===== src/rtl/bf16_mul_pipe_if.sv =====
// Handshake bundle for bf16_mul_pipe: input transaction side and result side.
// No latency of its own; it only carries signals.
// in_ready/out_ready carry the backpressure between producer, block and consumer.
interface bf16_mul_pipe_if #(
  parameter int LANES = 4,
  parameter int TAG_W = 4
);
  logic                   in_valid;
  logic                   in_ready;
  logic [16*LANES-1:0]    in_a;
  logic [16*LANES-1:0]    in_b;
  logic [TAG_W-1:0]       in_tag;
  logic                   out_valid;
  logic                   out_ready;
  logic [16*LANES-1:0]    out_prod;
  logic [4*LANES-1:0]     out_flags;
  logic [TAG_W-1:0]       out_tag;

  // Producer/consumer view: drives operands and out_ready, observes results.
  modport master (
    output in_valid, in_a, in_b, in_tag, out_ready,
    input  in_ready, out_valid, out_prod, out_flags, out_tag
  );

  // Multiplier view.
  modport slave (
    input  in_valid, in_a, in_b, in_tag, out_ready,
    output in_ready, out_valid, out_prod, out_flags, out_tag
  );
endinterface


===== src/rtl/bf16_mul_pipe.sv =====
// LANES-wide bfloat16 multiplier (DAZ/FTZ, RNE) with per-lane {NV,OF,UF,NX} flags and tag pass-through.
// Latency STAGES cycles from acceptance to out_valid; one transaction per cycle.
// Whole pipeline freezes while out_valid & !out_ready; in_ready = !out_valid | out_ready.
module bf16_mul_pipe #(
  parameter int LANES  = 4,
  parameter int STAGES = 2,
  parameter int TAG_W  = 4
) (
  input  logic           clk,
  input  logic           rst,
  bf16_mul_pipe_if.slave bus
);

  typedef struct packed {
    logic       s;
    logic [7:0] e;
    logic [6:0] m;
  } bf16_t;

  typedef struct packed {
    logic nv;
    logic of;
    logic uf;
    logic nx;
  } flags_t;

  typedef struct packed {
    logic [15:0] prod;
    flags_t      flags;
  } lane_res_t;

  typedef struct packed {
    logic                vld;
    logic [TAG_W-1:0]    tag;
    logic [16*LANES-1:0] prod;
    logic [4*LANES-1:0]  flags;
  } stage_t;

  localparam logic [15:0] QNAN = 16'h7FC0;

  // Single-lane bf16 multiply; the pipeline below only delays its result.
  function automatic lane_res_t bf16_mul(input bf16_t a, input bf16_t b);
    lane_res_t          r;
    logic               sgn;
    logic               a_nan, b_nan, a_inf, b_inf, a_zero, b_zero;
    logic [15:0]        p;
    logic signed [9:0]  e;
    logic [6:0]         frac;
    logic               guard, sticky, round_up;
    logic [7:0]         rnd;

    r        = '0;
    sgn      = a.s ^ b.s;
    a_nan    = (a.e == 8'hFF) && (a.m != 7'd0);
    b_nan    = (b.e == 8'hFF) && (b.m != 7'd0);
    a_inf    = (a.e == 8'hFF) && (a.m == 7'd0);
    b_inf    = (b.e == 8'hFF) && (b.m == 7'd0);
    // Subnormals collapse to zero here, silently.
    a_zero   = (a.e == 8'h00);
    b_zero   = (b.e == 8'h00);
    p        = {8'h00, 1'b1, a.m} * {8'h00, 1'b1, b.m};
    e        = $signed({2'b00, a.e}) + $signed({2'b00, b.e}) - 10'sd127;
    frac     = '0;
    guard    = 1'b0;
    sticky   = 1'b0;
    round_up = 1'b0;
    rnd      = '0;

    if (a_nan || b_nan) begin
      r.prod     = QNAN;
      // Only a signalling NaN (quiet bit clear) raises invalid.
      r.flags.nv = (a_nan && !a.m[6]) || (b_nan && !b.m[6]);
    end else if ((a_inf && b_zero) || (a_zero && b_inf)) begin
      r.prod     = QNAN;
      r.flags.nv = 1'b1;
    end else if (a_inf || b_inf) begin
      r.prod = {sgn, 8'hFF, 7'd0};
    end else if (a_zero || b_zero) begin
      r.prod = {sgn, 15'd0};
    end else begin
      // Normalise: significand product lies in [1,4).
      if (p[15]) begin
        frac   = p[14:8];
        guard  = p[7];
        sticky = |p[6:0];
        e      = e + 10'sd1;
      end else begin
        frac   = p[13:7];
        guard  = p[6];
        sticky = |p[5:0];
      end
      // Round to nearest, ties to even.
      round_up = guard && (sticky || frac[0]);
      rnd      = {1'b0, frac} + {7'd0, round_up};
      if (rnd[7]) begin
        e    = e + 10'sd1;
        frac = 7'd0;
      end else begin
        frac = rnd[6:0];
      end

      if (e >= 10'sd255) begin
        r.prod     = {sgn, 8'hFF, 7'd0};
        r.flags.of = 1'b1;
        r.flags.nx = 1'b1;
      end else if (e <= 10'sd0) begin
        r.prod     = {sgn, 15'd0};
        r.flags.uf = 1'b1;
        r.flags.nx = 1'b1;
      end else begin
        r.prod     = {sgn, e[7:0], frac};
        r.flags.nx = guard || sticky;
      end
    end
    return r;
  endfunction

  lane_res_t           lane_res [LANES];
  logic [16*LANES-1:0] comb_prod;
  logic [4*LANES-1:0]  comb_flags;
  stage_t              stage_in;
  stage_t              pipe [STAGES];
  logic                advance;

  // Every lane evaluates the same function on its own operand slice.
  for (genvar l = 0; l < LANES; l++) begin : g_lane
    assign lane_res[l]               = bf16_mul(bus.in_a[16*l +: 16], bus.in_b[16*l +: 16]);
    assign comb_prod[16*l +: 16]     = lane_res[l].prod;
    assign comb_flags[4*l +: 4]      = lane_res[l].flags;
  end

  // The pipeline moves only when the output slot is empty or being drained.
  assign advance     = !pipe[STAGES-1].vld || bus.out_ready;
  assign bus.in_ready = advance;

  // Bundle the freshly computed transaction for the first stage register.
  always_comb begin
    stage_in       = '0;
    stage_in.vld   = bus.in_valid;
    stage_in.tag   = bus.in_tag;
    stage_in.prod  = comb_prod;
    stage_in.flags = comb_flags;
  end

  // Shift register of stages; bubbles shift along with valid entries.
  always_ff @(posedge clk) begin
    if (rst) begin
      for (int i = 0; i < STAGES; i++) begin
        pipe[i] <= '0;
      end
    end else if (advance) begin
      pipe[0] <= stage_in;
      for (int i = 1; i < STAGES; i++) begin
        pipe[i] <= pipe[i-1];
      end
    end
  end

  assign bus.out_valid = pipe[STAGES-1].vld;
  assign bus.out_prod  = pipe[STAGES-1].prod;
  assign bus.out_flags = pipe[STAGES-1].flags;
  assign bus.out_tag   = pipe[STAGES-1].tag;

endmodule


===== src/flat_wrapper.sv =====
// flat-port wrapper written by rule: the top's interface ports become plain ports
module bf16_mul_pipe_flat 
#(
  parameter int LANES  = 4,
  parameter int STAGES = 2,
  parameter int TAG_W  = 4
)
  (clk, rst, bus_in_valid, bus_in_a, bus_in_b, bus_in_tag, bus_out_ready, bus_in_ready, bus_out_valid, bus_out_prod, bus_out_flags, bus_out_tag);
  bf16_mul_pipe_if #(.LANES(LANES), .TAG_W(TAG_W)) bus_i ();
  input  logic clk;
  input  logic rst;
  input wire logic [$bits(bus_i.in_valid)-1:0] bus_in_valid;
  input wire logic [$bits(bus_i.in_a)-1:0] bus_in_a;
  input wire logic [$bits(bus_i.in_b)-1:0] bus_in_b;
  input wire logic [$bits(bus_i.in_tag)-1:0] bus_in_tag;
  input wire logic [$bits(bus_i.out_ready)-1:0] bus_out_ready;
  output wire logic [$bits(bus_i.in_ready)-1:0] bus_in_ready;
  output wire logic [$bits(bus_i.out_valid)-1:0] bus_out_valid;
  output wire logic [$bits(bus_i.out_prod)-1:0] bus_out_prod;
  output wire logic [$bits(bus_i.out_flags)-1:0] bus_out_flags;
  output wire logic [$bits(bus_i.out_tag)-1:0] bus_out_tag;
  assign bus_i.in_valid = bus_in_valid;
  assign bus_i.in_a = bus_in_a;
  assign bus_i.in_b = bus_in_b;
  assign bus_i.in_tag = bus_in_tag;
  assign bus_i.out_ready = bus_out_ready;
  assign bus_in_ready = bus_i.in_ready;
  assign bus_out_valid = bus_i.out_valid;
  assign bus_out_prod = bus_i.out_prod;
  assign bus_out_flags = bus_i.out_flags;
  assign bus_out_tag = bus_i.out_tag;
  bf16_mul_pipe #(.LANES(LANES), .STAGES(STAGES), .TAG_W(TAG_W)) u_core (.clk(clk), .rst(rst), .bus(bus_i));
endmodule

===== config.mk =====
export PLATFORM = sky130hd
export DESIGN_NAME = bf16_mul_pipe_flat
export DESIGN_NICKNAME = d
export VERILOG_FILES = /design/src/rtl/bf16_mul_pipe_if.sv /design/src/rtl/bf16_mul_pipe.sv /design/src/flat_wrapper.sv
export SDC_FILE = /design/constraint.sdc
export NUM_CORES = 1
export LEC_CHECK = 0
export ABC_AREA = 1
export CAP_MARGIN = 5
export CORE_UTILIZATION = 34
export CTS_CLUSTER_SIZE = 24
export DETAILED_ROUTE_END_ITERATION = 8
export PLACE_DENSITY = 0.51
export SYNTH_ARGS = -nofsm -noshare
export SYNTH_HDL_FRONTEND = slang
export SYNTH_SLANG_ARGS = --single-unit

===== constraint.sdc =====
create_clock -name clk -period 16.2 [get_ports clk]
set_input_delay 2.43 -clock clk [delete_from_list [all_inputs] [get_ports clk]]
set_output_delay 2.43 -clock clk [all_outputs]
set_load 0.03 [all_outputs]

==> results of run 1 <==
## worst max-delay path by stage
| stage | startpoint | to | slack (ns) | depth (start not counted) |
|---|---|---|---|---|
| after floorplan | bus_in_a[17] | u_core.pipe[0][4] | 8.06 | 33 |
| after global placement | bus_in_b[21] | u_core.pipe[0][38] | 7.00 | 32 |
| after detailed placement | bus_in_a[17] | u_core.pipe[0][38] | 6.92 | 32 |
| after CTS | bus_in_a[17] | u_core.pipe[0][38] | 7.43 | 32 |
| after global routing | bus_in_a[36] | u_core.pipe[0][50] | 6.80 | 32 |
| final | bus_in_a[17] | u_core.pipe[0][38] | 7.36 | 32 |
## area by class of cell
| type | count | area, µm² | share of cell area |
|---|---|---|---|
| Clock buffer | 20 | 436.7 | 0.01631 |
| Tap cell | 931 | 1165 | 0.04350 |
| Multi-Input combinational cell | 2314 | 14570 | 0.5439 |
| Inverter | 828 | 3109 | 0.1161 |
| Clock inverter | 11 | 147.6 | 0.005514 |
| Timing Repair Buffer | 226 | 2250 | 0.08401 |
| Sequential cell | 170 | 5105 | 0.1906 |
## through the flow
stage          power (mW)  hold slack (ns)  instances  instance area (µm²)
2_1_floorplan       2.553           0.5192       3481                23810
3_3_place_gp        3.066           0.5259       4469                26190
6_report            3.451           0.5385       4500                26780
4_1_cts             3.498           0.5453       4500                26780
3_5_place_dp        3.051           0.5287       4469                26190
5_1_grt             3.879           0.5581       4500                26780
## power groups by stage
stage / Sequential, mW / Combinational (mW) / Clock [mW]
2_1_floorplan: 0.613 / 1.94 / 0
3_3_place_gp: 0.630 / 2.44 / 0
3_5_place_dp: 0.628 / 2.42 / 0
4_1_cts: 0.620 / 2.44 / 0.439
5_1_grt: 0.626 / 2.80 / 0.454
6_report: 0.619 / 2.41 / 0.424
## cell usage in the layout, fill, tap and decap left out, types with 3 or more instances in the layout
cell	netlist	layout
sky130_fd_sc_hd__a21oi_1	74	74
sky130_fd_sc_hd__inv_1	808	808
sky130_fd_sc_hd__o21ai_0	36	36
sky130_fd_sc_hd__nand2_4	12	13
sky130_fd_sc_hd__clkbuf_16	0	17
sky130_fd_sc_hd__ha_1	192	192
sky130_fd_sc_hd__nand2_1	1005	1004
sky130_fd_sc_hd__o21ai_1	12	12
sky130_fd_sc_hd__a31oi_1	5	5
sky130_fd_sc_hd__nor2_1	293	293
sky130_fd_sc_hd__nand3_2	14	14
sky130_fd_sc_hd__nand4_1	56	56
sky130_fd_sc_hd__nand4_2	8	8
sky130_fd_sc_hd__and2_1	5	5
sky130_fd_sc_hd__clkinv_2	1	4
sky130_fd_sc_hd__nand3_1	204	203
sky130_fd_sc_hd__clkinv_4	0	3
sky130_fd_sc_hd__buf_4	88	5
sky130_fd_sc_hd__o21a_1	7	7
sky130_fd_sc_hd__fa_1	148	148
sky130_fd_sc_hd__nor2_4	13	13
sky130_fd_sc_hd__nor4_1	34	34
sky130_fd_sc_hd__inv_2	19	19
sky130_fd_sc_hd__edfxtp_1	170	170
sky130_fd_sc_hd__xnor2_1	13	13
sky130_fd_sc_hd__clkbuf_1	69	3
sky130_fd_sc_hd__a2111oi_0	3	3
sky130_fd_sc_hd__nand3b_1	15	15
sky130_fd_sc_hd__bufinv_16	0	3
sky130_fd_sc_hd__or2_2	3	3
sky130_fd_sc_hd__nor2_2	19	19
sky130_fd_sc_hd__o21ai_2	8	8
sky130_fd_sc_hd__clkdlybuf4s50_1	0	221
sky130_fd_sc_hd__a21oi_2	5	5
sky130_fd_sc_hd__nand2_2	46	46
sky130_fd_sc_hd__nor3_1	13	13
sky130_fd_sc_hd__xor2_1	43	43
## cells by family after synthesis
logic type,after synthesis,share of synthesized area
mux,1,0.0004204
compound gates,169,0.04177
fa+ha+maj,340,0.2253
simple gates,1748,0.3227
xor+xnor,56,0.02060
buf+inv,997,0.1748
flops,170,0.2144
## worst reg2reg max path: stages, from the launching register on
cell and delay (ns):
sky130_fd_sc_hd__edfxtp_1 0.42, sky130_fd_sc_hd__nand2_1 0.13, sky130_fd_sc_hd__nand2_4 0.29, sky130_fd_sc_hd__buf_4 0.69
sky130_fd_sc_hd__buf_4 0.55, sky130_fd_sc_hd__nor4_1 0.14, sky130_fd_sc_hd__nand4_2 0.17, sky130_fd_sc_hd__nor2_1 0.08
## routing by layer
metal | global-route usage | up-vias | wire length (µm)
met1 | 0.2324 | 8954 | 29560
met2 | 0.2770 | 262 | 25910
met3 | 0.02353 | 40 | 1772
li1 | - | 10677 | -
met5 | 0 | - | 0
met4 | 0.03200 | 0 | 693
## cell usage after synthesis (13+ instances only)
cell type                  number
sky130_fd_sc_hd__nand3_2       14
sky130_fd_sc_hd__nor2_1       293
sky130_fd_sc_hd__buf_4         88
sky130_fd_sc_hd__a21oi_1       74
sky130_fd_sc_hd__nor2_2        19
sky130_fd_sc_hd__nand4_1       56
sky130_fd_sc_hd__inv_1        808
sky130_fd_sc_hd__ha_1         192
sky130_fd_sc_hd__nor2_4        13
sky130_fd_sc_hd__nand2_2       46
sky130_fd_sc_hd__xnor2_1       13
sky130_fd_sc_hd__clkbuf_1      69
sky130_fd_sc_hd__nand2_1     1005
sky130_fd_sc_hd__nor4_1        34
sky130_fd_sc_hd__nand3_1      204
sky130_fd_sc_hd__o21ai_0       36
sky130_fd_sc_hd__nor3_1        13
sky130_fd_sc_hd__nand3b_1      15
sky130_fd_sc_hd__fa_1         148
sky130_fd_sc_hd__xor2_1        43
sky130_fd_sc_hd__edfxtp_1     170
sky130_fd_sc_hd__inv_2         19
==> load_flow_metrics.sql, run 1 <==
INSERT INTO impl_metrics (metric_group, metric, value, unit) VALUES
('logic_synthesis', 'synth_warnings', '0', ''),
('finish', 'final_layout_size_suffix_gt1_frac', '0.05268', ''),
('finish', 'area.growth.synth_to_final', '12.46', '%'),
('global_routing', 'grt_start_max_net_pins', '70', ''),
('worst_setup_path', 'r2r.worst_path.cells', '7', ''),
('global_routing', 'grt.overflow.total', '0', ''),
('sta', 'setup_tns', '0', 'ns'),
('logic_synthesis', 'postSynthAreaPerCell', '6.840', 'µm²'),
('die', 'floorplan.die_area', '71100', 'µm²'),
('pwr', 'netSwitchingFraction', '0.5136', ''),
('finish', 'largest_registers', 'u_core.pipe: 170 flops', ''),
('clocking', 'worst_setup_hold_path_clk_slew', '0.07', 'ns'),
('logic_synthesis', 'synth-seq-cells', '170', ''),
('logic_synthesis', 'count_of_flip_flops_with_a_built_in_enable_after_synthesis', '170', ''),
('worst_setup_path', 'path_buf_inv', '6', ''),
('drt', 'dr_iter_0_viols', '991', ''),
('worst_setup_path', 'critical_path.reg2reg.startpoint', 'u_core.pipe[0][169]', ''),
('worst_setup_path', 'critPathMaxFanout', '13', ''),
('logic_synthesis', 'total_standard_cell_area_after_synthesis', '23810', 'µm²'),
('sta', 'slew-limit-headroom', '0.3690', ''),
('worst_setup_path', 'crit_family', 'adder cells', ''),
('worst_setup_path', 'required', '16.38', 'ns'),
('pwr', 'sequentialPowerShare', '0.179', ''),
('hold_path', 'min_delay_worst_endpoint', 'u_core.pipe[0][156]', ''),
('pwr', 'power.combinational.fraction', '0.698', ''),
('global_routing', 'via_count_of_the_first_global_routing_pass', '19862', ''),
('sta', 'rsz_0062_raised_after_global_routing', 'false', ''),
('drt', 'vias_per_cell', '4.430', ''),
('clocking', 'ctsLongestPathBuffers', '2', ''),
('drt', 'vias', '19933', ''),
('logic_synthesis', 'synth-async-reset-ratio', '0', ''),
('placed_design', 'io_buffers', '221', ''),
('logic_synthesis', 'yosysUniqueCellTypes', '56', ''),
('pwr', 'power.net_switching', '1.773', 'mW'),
('worst_setup_path', 'cp.arrival', '9.02', 'ns'),
('drt', 'routedWlPerCell', '12.88', 'µm'),
('worst_setup_path', 'r2r_slack', '13.47', 'ns'),
('pwr', 'static-leakage-power', '14.74', 'nW'),
('sta', 'skew', '0.006804', 'ns'),
('sta', 'hold_viol', '0', ''),
('sta', 'setup_viol', '0', ''),
('pwr', 'power-per-cell-area', '128.9', 'nW/µm²'),
('global_routing', 'global_route.usage.total', '0.1675', ''),
('logic_synthesis', 'post-synth-top-area-fraction', '0.2144', ''),
('placed_design', 'dp_worst_setup_slack', '6.920', 'ns'),
('clocking', 'cts_setup_buffers', '0', ''),
('worst_setup_path', 'crit_path_start_kind', 'input pin', ''),
('pwr', 'cell_int_power', '1.679', 'mW'),
('status', 'run_status', 'complete, no violations', ''),
('die', 'io_pins', '222', ''),
('die', 'placeableCoreArea', '68950', 'µm²'),
('logic_synthesis', 'synthDominantAreaCellType', 'sky130_fd_sc_hd__edfxtp_1', ''),
('hold_path', 'worst_hold_path_depth', '2', ''),
('worst_setup_path', 'setup.worst_path.end_class', 'flip-flop', ''),
('sta', 'drv_slew', '0', ''),
('sta', 'max_freq', '0.1132', 'GHz'),
('pwr', 'ir_worst_vdd', '0.06772', 'mV'),
('drt', 'drc_errors', '0', ''),
('global_routing', 'grt_antenna_before_repair', '0', ''),
('clocking', 'clockRootBuffer', 'sky130_fd_sc_hd__clkbuf_16', ''),
('clocking', 'cts_tree', 'done', ''),
('finish', 'regMostFlops', 'u_core.pipe', ''),
('die', 'die_x', '266.6', 'µm'),
('clocking', 'cts_repair_resize_count', '0', ''),
('drt', 'number_of_antenna_violating_nets_in_the_routed_design', '0', ''),
('hold_path', 'hold_path_startpoint', 'u_core.pipe[0][71]', ''),
('clocking', 'cts_buffers', '17', ''),
('logic_synthesis', 'synth_fp_nets', '3957', ''),
('finish', 'fillerInstances', '7587', ''),
('finish', 'antennaDiodeCount', '0', ''),
('pwr', 'clockPowerShare', '0.123', '');
No activity file was read; power rests on OpenSTA's default activity.
==> run 2, diff against run 1 <==
--- a/config.mk
+++ b/config.mk
@@ -10,7 +10,7 @@
 export CORE_UTILIZATION = 34
 export CTS_CLUSTER_SIZE = 24
 export DETAILED_ROUTE_END_ITERATION = 8
-export PLACE_DENSITY = 0.51
+export PLACE_DENSITY = 0.53
 export SYNTH_ARGS = -nofsm -noshare
 export SYNTH_HDL_FRONTEND = slang
 export SYNTH_SLANG_ARGS = --single-unit
==> constraint.sdc (replaced) <==
create_clock -name clk -period 7.6 [get_ports clk]
set_input_delay 1.14 -clock clk [delete_from_list [all_inputs] [get_ports clk]]
set_output_delay 1.14 -clock clk [all_outputs]
set_load 0.03 [all_outputs]
==> run 2 against run 1 <==
Total power up 120%. Highest routed layer unchanged. Cell area rose by 2.5%. Sequential share of layout area shrank 0.46 points. Final cell count grew 2.0%. First-iteration DRC count decreased by 2.8%. Critical endpoint is now u_core.pipe[0][39]. Die area is the same. Clock skew up 0.0010 ns. Register-to-register slack worse by 8.5 ns. Non-clock buffer count up 88.
==> load_flow_metrics.sql, run 2 (same netlist as run 1, synthesis figures left out) <==
INSERT INTO impl_metrics (metric_group, metric, value, unit) VALUES
('drt', 'drt-pass1-iter-count', '5', ''),
('clocking', 'worst_setup_hold_path_clk_slew', '0.07', 'ns'),
('drt', 'dr_wl_met2', '25900', 'µm'),
('clocking', 'clockRootBuffer', 'sky130_fd_sc_hd__clkbuf_16', ''),
('clocking', 'htreeDepth', '4', ''),
('clocking', 'cts_buffers', '17', ''),
('drt', 'route.top_layer_used', 'met4', ''),
('die', 'initial_core_util', '0.3454', ''),
('placed_design', 'io_buffers', '221', ''),
('finish', 'area.growth.synth_to_final', '15.25', '%'),
('finish', 'register_area', '5105', 'µm²'),
('drt', 'drc_errors', '0', ''),
('placed_design', 'globalplace.congestion', '0.8484', ''),
('finish', 'max_ffs_per_register', '170', ''),
('die', 'placement_rows', '96', ''),
('drt', 'dr_iter_0_viols', '963', ''),
('worst_setup_path', 'path_class', 'input pin to flip-flop', ''),
('worst_setup_path', 'crit_path_start_kind', 'input pin', ''),
('sta', 'hold_viol', '0', ''),
('die', 'dieHeight', '266.6', 'µm'),
('clocking', 'insertion_delay', '0.46', 'ns'),
('sta', 'setup_viol', '0', ''),
('hold_path', 'worstHoldPathType', 'flip-flop to flip-flop', ''),
('finish', 'post_route_cell_area', '27440', 'µm²'),
('finish', 'most-common-layout-cells', 'sky130_fd_sc_hd__nand2_1, sky130_fd_sc_hd__inv_1, sky130_fd_sc_hd__nor2_1', ''),
('placed_design', 'place.detailed.hpwl', '48380', 'µm'),
('finish', 'fillerInstances', '7441', ''),
('status', 'run_status', 'complete, no violations', ''),
('clocking', 'clkSinkCount', '170', ''),
('worst_setup_path', 'critPathMaxFanout', '9', ''),
('global_routing', 'grt_antenna_before_repair', '0', ''),
('clocking', 'ctsLongestPathBuffers', '2', ''),
('global_routing', 'global_route.usage.total', '0.1675', ''),
('global_routing', 'via_count_of_the_first_global_routing_pass', '19923', ''),
('placed_design', 'placed_cell_area', '26850', 'µm²'),
('drt', 'vias', '20367', ''),
('drt', 'met3RoutedLength', '1575', 'µm'),
('drt', 'detail_route.wirelength', '57490', 'µm'),
('finish', 'final_layout_size_suffix_gt1_frac', '0.07627', ''),
('job', 'number_of_max_cap_violations', '0', ''),
('sta', 'slew-limit-headroom', '0.3640', ''),
('pwr', 'ir_worst_vdd', '0.1216', 'mV'),
('worst_setup_path', 'crit_slowest_cell', 'sky130_fd_sc_hd__clkdlybuf4s50_1', ''),
('finish', 'antennaDiodeCount', '0', ''),
('die', 'die_x', '266.6', 'µm'),
('worst_setup_path', 'cp.arrival', '7.31', 'ns'),
('drt', 'number_of_antenna_violating_nets_in_the_routed_design', '0', ''),
('sta', 'worst_hold_check_slack', '0.5425', 'ns'),
('die', 'io_pins', '222', ''),
('global_routing', 'grt.overflow.total', '0', ''),
('global_routing', 'grt_start_max_net_pins', '64', ''),
('sta', 'fin_crit_sh', '0.9381', ''),
('sta', 'fin_crit', '7.130', 'ns'),
('drt', 'vias_per_cell', '4.438', ''),
('global_routing', 'grt_first_pass_wirelength', '97230', 'µm'),
('sta', 'max_freq', '0.1403', 'GHz'),
('drt', 'routedWlPerCell', '12.53', 'µm'),
('sta', 'rsz_0062_raised_after_global_routing', 'false', ''),
('finish', 'multiInputGateArea', '14570', 'µm²'),
('finish', 'largest_registers', 'u_core.pipe: 170 flops', ''),
('finish', 'layout.cells.most_common', 'sky130_fd_sc_hd__nand2_1', ''),
('pwr', 'static-leakage-power', '15.18', 'nW'),
('finish', 'regMostFlops', 'u_core.pipe', ''),
('finish', 'finish.net_count', '4121', ''),
('die', 'floorplan.die_area', '71100', 'µm²'),
('clocking', 'cts_tree', 'done', ''),
('sta', 'tightest_slew', '0.9300', 'ns'),
('pwr', 'power-per-cell-area', '273.4', 'nW/µm²'),
('sta', 'skew', '0.007847', 'ns'),
('worst_setup_path', 'required', '7.78', 'ns'),
('drt', 'routedLengthMet1', '29290', 'µm'),
('sta', 'drv_slew', '0', ''),
('worst_setup_path', 'setup.worst_path.end_class', 'flip-flop', ''),
('die', 'placeableCoreArea', '68950', 'µm²'),
('worst_setup_path', 'cpPeakStageDelay', '0.64', 'ns');
-- run 2: path summary, 6_finish.rpt --
path | from | to | slack [ns] | cells after the start
worst max-delay path | bus_in_a[17] | u_core.pipe[0][39] | 0.47 | 34
worst min-delay path | u_core.pipe[0][39] | u_core.pipe[0][124] | 0.54 | 2
worst min register to register | u_core.pipe[0][39] | u_core.pipe[0][124] | 0.54 | 2
worst max register to register | u_core.pipe[0][169] | u_core.pipe[0][63] | 4.98 | 6
-- run 2: layer usage --
layer  vias to the layer above  global-route usage
met3                        38             0.01799
met2                       261              0.2758
li1                      10867                   -
met5                         -                   0
met1                      9201              0.2359
met4                         0             0.03433
-- run 2: final cells by class --
class,instances,area share
Multi-Input combinational cell,2314,0.5309
Timing Repair Buffer,314,0.1063
Clock buffer,18,0.01564
Sequential cell,170,0.1860
Clock inverter,14,0.005380
Tap cell,931,0.04245
Inverter,828,0.1133
-- run 2: through the flow --
| stage | std cells | TNS (ns) | util | setup WS, ns | power (mW) |
|---|---|---|---|---|---|
| detailed placement | 4557 | -0.02927 | 0.3895 | -0.01346 | 6.659 |
| floorplan | 3481 | 0 | - | 0.7529 | 5.441 |
| CTS | 4589 | 0 | 0.3979 | 0.4704 | 7.594 |
| finish | 4589 | 0 | 0.3980 | 0.4702 | 7.503 |
| global route | 4589 | 0 | 0.3980 | 0.0003721 | 8.439 |
| global placement | 4557 | 0 | 0.3895 | 0.07545 | 6.662 |
-- run 2: worst max-delay path, delay by kind of cell --
kind / cells / cell delay [ns]
AOI/OAI and AO/OA: 2 / 0.40
buffers and inverters: 6 / 0.99
and+or+nand+nor: 19 / 1.92
muxes: 1 / 0.24
adders and majority gates: 6 / 2.61
-- run 2: power by group --
| group | switching (mW) | leakage, nW | internal [mW] |
|---|---|---|---|
| registers | 0.0607 | 2.00 | 1.25 |
| logic | 3.37 | 12.9 | 1.94 |
| clock network | 0.420 | 0.274 | 0.464 |
-- run 2: timing repair --
action	4_1_cts	5_1_grt
gates resized for setup	0	6
hold endpoints to repair	0	0
setup endpoints to repair	0	18
setup buffers	0	0
hold buffers	0	0
==> run 3, diff against run 2 <==
--- a/config.mk
+++ b/config.mk
@@ -5,7 +5,6 @@
 export SDC_FILE = /design/constraint.sdc
 export NUM_CORES = 1
 export LEC_CHECK = 0
-export ABC_AREA = 1
 export CAP_MARGIN = 5
 export CORE_UTILIZATION = 34
 export CTS_CLUSTER_SIZE = 24
==> constraint.sdc (replaced) <==
create_clock -name clk -period 7.6 [get_ports clk]
set_input_delay 1.14 -clock clk [delete_from_list [all_inputs] [get_ports clk]]
set_output_delay 1.14 -clock clk [all_outputs]
set_load 0.1 [all_outputs]
==> run 3 against run 2 <==
Via count rose by 3.0%. Cell area increased by 9.9%. Worst hold slack got worse by 0.030 ns. Register-to-register slack worse by 0.37 ns. Critical endpoint is now u_core.pipe[0][45]. Non-clock buffer count increased by 364. Clock skew grew 0.0069 ns. Die area down 3.2%.
==> load_flow_metrics.sql, run 3 <==
INSERT INTO impl_metrics (metric_group, metric, value, unit) VALUES
('sta', 'skew', '0.01475', 'ns'),
('global_routing', 'grt_start_max_net_pins', '69', ''),
('sta', 'setup_viol', '0', ''),
('finish', 'area.growth.synth_to_final', '30.89', '%'),
('die', 'io_pins', '222', ''),
('logic_synthesis', 'synthDominantAreaCellType', 'sky130_fd_sc_hd__edfxtp_1', ''),
('hold_path', 'worst_hold_path_depth', '1', ''),
('drt', 'routedWlPerCell', '16.91', 'µm'),
('clocking', 'worst_setup_hold_path_clk_slew', '0.08', 'ns'),
('logic_synthesis', 'yosysUniqueCellTypes', '102', ''),
('sta', 'rsz_0062_raised_after_global_routing', 'true', ''),
('logic_synthesis', 'synthesis.instances', '2609', ''),
('finish', 'fillerInstances', '6500', ''),
('finish', 'antennaDiodeCount', '0', ''),
('global_routing', 'grt_antenna_before_repair', '3', ''),
('worst_setup_path', 'setup.worst_path.end_class', 'flip-flop', ''),
('sta', 'fin_crit_sh', '0.9773', ''),
('sta', 'max_freq', '0.1346', 'GHz'),
('logic_synthesis', 'synth_sequential_area_ratio', '0.2215', ''),
('worst_setup_path', 'r2r_slack', '4.61', 'ns'),
('pwr', 'ir_worst_vdd', '0.1904', 'mV'),
('sta', 'drv_slew', '0', ''),
('global_routing', 'grt.overflow.total', '0', ''),
('worst_setup_path', 'path_class', 'input pin to flip-flop', ''),
('finish', 'most-common-layout-cells', 'sky130_fd_sc_hd__buf_4, sky130_fd_sc_hd__inv_1, sky130_fd_sc_hd__and2_1', ''),
('logic_synthesis', 'postSynthAreaPerCell', '8.833', 'µm²'),
('logic_synthesis', 'synth.area.top_cells', 'sky130_fd_sc_hd__edfxtp_1, sky130_fd_sc_hd__fa_1, sky130_fd_sc_hd__ha_1', ''),
('clocking', 'cts_buffers', '17', ''),
('die', 'placeableCoreArea', '67160', 'µm²'),
('worst_setup_path', 'cpPeakStageDelay', '0.56', 'ns'),
('job', 'number_of_max_cap_violations', '0', ''),
('worst_setup_path', 'critical_path.reg2reg.startpoint', 'u_core.pipe[0][169]', ''),
('drt', 'detail_route.wirelength', '68450', 'µm'),
('pwr', 'static-leakage-power', '13.44', 'nW'),
('placed_design', 'io_buffers', '221', ''),
('logic_synthesis', 'ys_dominant_reg_cell', 'sky130_fd_sc_hd__edfxtp_1', ''),
('drt', 'drt-pass1-iter-count', '5', ''),
('finish', 'regMostFlops', 'u_core.pipe', ''),
('clocking', 'insertion_delay', '0.51', 'ns'),
('global_routing', 'global_route.usage.total', '0.2004', ''),
('drt', 'drc_errors', '0', ''),
('placed_design', 'globalplace.congestion', '0.9058', ''),
('worst_setup_path', 'crit_slowest_cell', 'sky130_fd_sc_hd__fa_1', ''),
('finish', 'post_route_cell_area', '30160', 'µm²'),
('worst_setup_path', 'crit_path_start_kind', 'input pin', ''),
('clocking', 'clockRootBuffer', 'sky130_fd_sc_hd__clkbuf_16', ''),
('finish', 'final_layout_size_suffix_gt1_frac', '0.2072', ''),
('clocking', 'clkSinkCount', '170', ''),
('die', 'dieHeight', '262.3', 'µm'),
('die', 'floorplan.die_area', '68820', 'µm²'),
('placed_design', 'placed_cell_area', '28800', 'µm²'),
('worst_setup_path', 'required', '7.81', 'ns'),
('logic_synthesis', 'post-synth-top-area-fraction', '0.2215', ''),
('hold_path', 'hold_path_startpoint', 'u_core.pipe[0][67]', ''),
('sta', 'tightest_slew', '1.154', 'ns'),
('drt', 'vias_per_cell', '5.181', ''),
('sta', 'hold_viol', '0', ''),
('placed_design', 'place.detailed.hpwl', '55800', 'µm'),
('sta', 'fin_crit', '7.427', 'ns'),
('die', 'die_x', '262.3', 'µm'),
('drt', 'dr_iter_0_viols', '1194', ''),
('clocking', 'ctsLongestPathBuffers', '2', ''),
('hold_path', 'worstHoldPathType', 'flip-flop to flip-flop', ''),
('finish', 'largest_registers', 'u_core.pipe: 170 flops', ''),
('global_routing', 'grt_first_pass_wirelength', '111100', 'µm'),
('logic_synthesis', 'synth_most_common_cell', 'sky130_fd_sc_hd__inv_1', ''),
('pwr', 'totalPowerFinal', '10.13', 'mW'),
('worst_setup_path', 'r2r_end', 'u_core.pipe[0][68]', ''),
('hold_path', 'min_delay_worst_endpoint', 'u_core.pipe[0][152]', ''),
('status', 'run_status', 'complete, no violations', ''),
('sta', 'slew-limit-headroom', '0.2283', ''),
('die', 'initial_core_util', '0.3431', ''),
('logic_synthesis', 'synth_top_cells_by_count', 'sky130_fd_sc_hd__inv_1, sky130_fd_sc_hd__and2_1, sky130_fd_sc_hd__ha_1', ''),
('finish', 'max_ffs_per_register', '170', ''),
('drt', 'vias', '20978', ''),
('worst_setup_path', 'cp.arrival', '7.64', 'ns'),
('logic_synthesis', 'synth-seq-cells', '170', ''),
('worst_setup_path', 'critPathMaxFanout', '7', ''),
('logic_synthesis', 'total_standard_cell_area_after_synthesis', '23040', 'µm²'),
('logic_synthesis', 'count_of_flip_flops_with_a_built_in_enable_after_synthesis', '170', ''),
('finish', 'finish.net_count', '3639', ''),
('logic_synthesis', 'synth-async-reset-ratio', '0', ''),
('global_routing', 'via_count_of_the_first_global_routing_pass', '21556', ''),
('clocking', 'cts_tree', 'done', ''),
('logic_synthesis', 'synth_warnings', '0', ''),
('die', 'placement_rows', '95', ''),
('drt', 'number_of_antenna_violating_nets_in_the_routed_design', '0', ''),
('logic_synthesis', 'synth_fp_nets', '3085', ''),
('finish', 'layout.cells.most_common', 'sky130_fd_sc_hd__buf_4', ''),
('clocking', 'htreeDepth', '4', ''),
('pwr', 'power-per-cell-area', '336.0', 'nW/µm²'),
('worst_setup_path', 'r2r.worst_path.cells', '7', '');
## run 3: changes by cell type in the layout (fill, tap and decap cells not counted), moves of 52 or more
cell / previous run / this run
sky130_fd_sc_hd__and2_1: 5 / 212
sky130_fd_sc_hd__xnor2_1: 13 / 108
sky130_fd_sc_hd__nor2_1: 293 / 144
sky130_fd_sc_hd__inv_1: 808 / 292
sky130_fd_sc_hd__nand3_1: 203 / 64
sky130_fd_sc_hd__buf_4: 93 / 456
sky130_fd_sc_hd__nor3_1: 13 / 65
sky130_fd_sc_hd__nand2_1: 1004 / 186
## run 3: layout make-up
cell class	instances	area, µm²	area share
timing repair buffer	678	5694	0.1888
inverter	302	1134	0.03758
tap	873	1092	0.03621
multi-input combinational	1994	16490	0.5468
clock inverter	15	219.0	0.007259
clock buffer	17	425.4	0.01410
sequential	170	5105	0.1692
## run 3: cell families (layout without fill, tap and decap cells)
family                   Yosys count  in the layout  synth area share
flip-flops                       170            170            0.2215
AND/OR/NAND/NOR                  950            950            0.2237
XOR/XNOR                         175            175           0.06895
multiplexers                      19             19          0.008578
AO/OA/AOI/OAI                    510            510            0.1576
adder cells (fa/ha/maj)          340            340            0.2328
buffers and inverters            445           1012           0.08676
## run 3: how the worst max path moves through the flow
| stage | startpoint | end | slack [ns] | cells past startpoint |
|---|---|---|---|---|
| 3_5_place_dp | bus_in_b[20] | u_core.pipe[0][45] | -0.81 | 30 |
| 2_1_floorplan | bus_in_b[18] | u_core.pipe[0][39] | -0.12 | 29 |
| 3_3_place_gp | bus_in_b[20] | u_core.pipe[0][4] | -0.65 | 29 |
| 4_1_cts | bus_in_b[21] | u_core.pipe[0][37] | 0.004 | 32 |
| 6_report | bus_in_a[21] | u_core.pipe[0][45] | 0.17 | 30 |
| 5_1_grt | bus_in_a[19] | u_core.pipe[0][40] | -0.12 | 31 |
## run 3: through the flow
stage	util	setup WS, ns	hold slack (ns)	std cells	setup TNS [ns]
floorplan	-	-0.1155	0.4967	2609	-0.7168
global placement	0.4288	-0.6498	0.4990	3987	-29.30
detailed placement	0.4288	-0.8093	0.5014	3987	-37.43
CTS	0.4405	0.003510	0.5158	4028	0
global route	0.4491	-0.1237	0.5262	4049	-1.038
finish	0.4491	0.1728	0.5123	4049	0
## run 3: where the power goes
group / internal, mW / switching, mW
clock network: 0.483 / 0.496
logic: 3.59 / 4.26
registers: 1.25 / 0.0623
total: 5.32 / 4.82
## run 3: critical path, delay by kind of cell
kind	cells	cell delay, ns
buffers and inverters	6	0.50
adders and majority gates	6	2.62
and+or+nand+nor	8	1.30
AOI/OAI and AO/OA	10	2.06
## run 3: what timing repair did
item,in CTS,in global routing
buffers inserted,9,21
setup endpoints to repair,40,71
pin swaps,12,52
hold buffers,0,0
resized for setup,28,147
## run 3: routing by layer
layer / GRT usage / part of all wire
met5: 0 / 0.00060
met4: 0.05501 / 0.022
met3: 0.04151 / 0.051
met2: 0.3326 / 0.47
met1: 0.2631 / 0.46
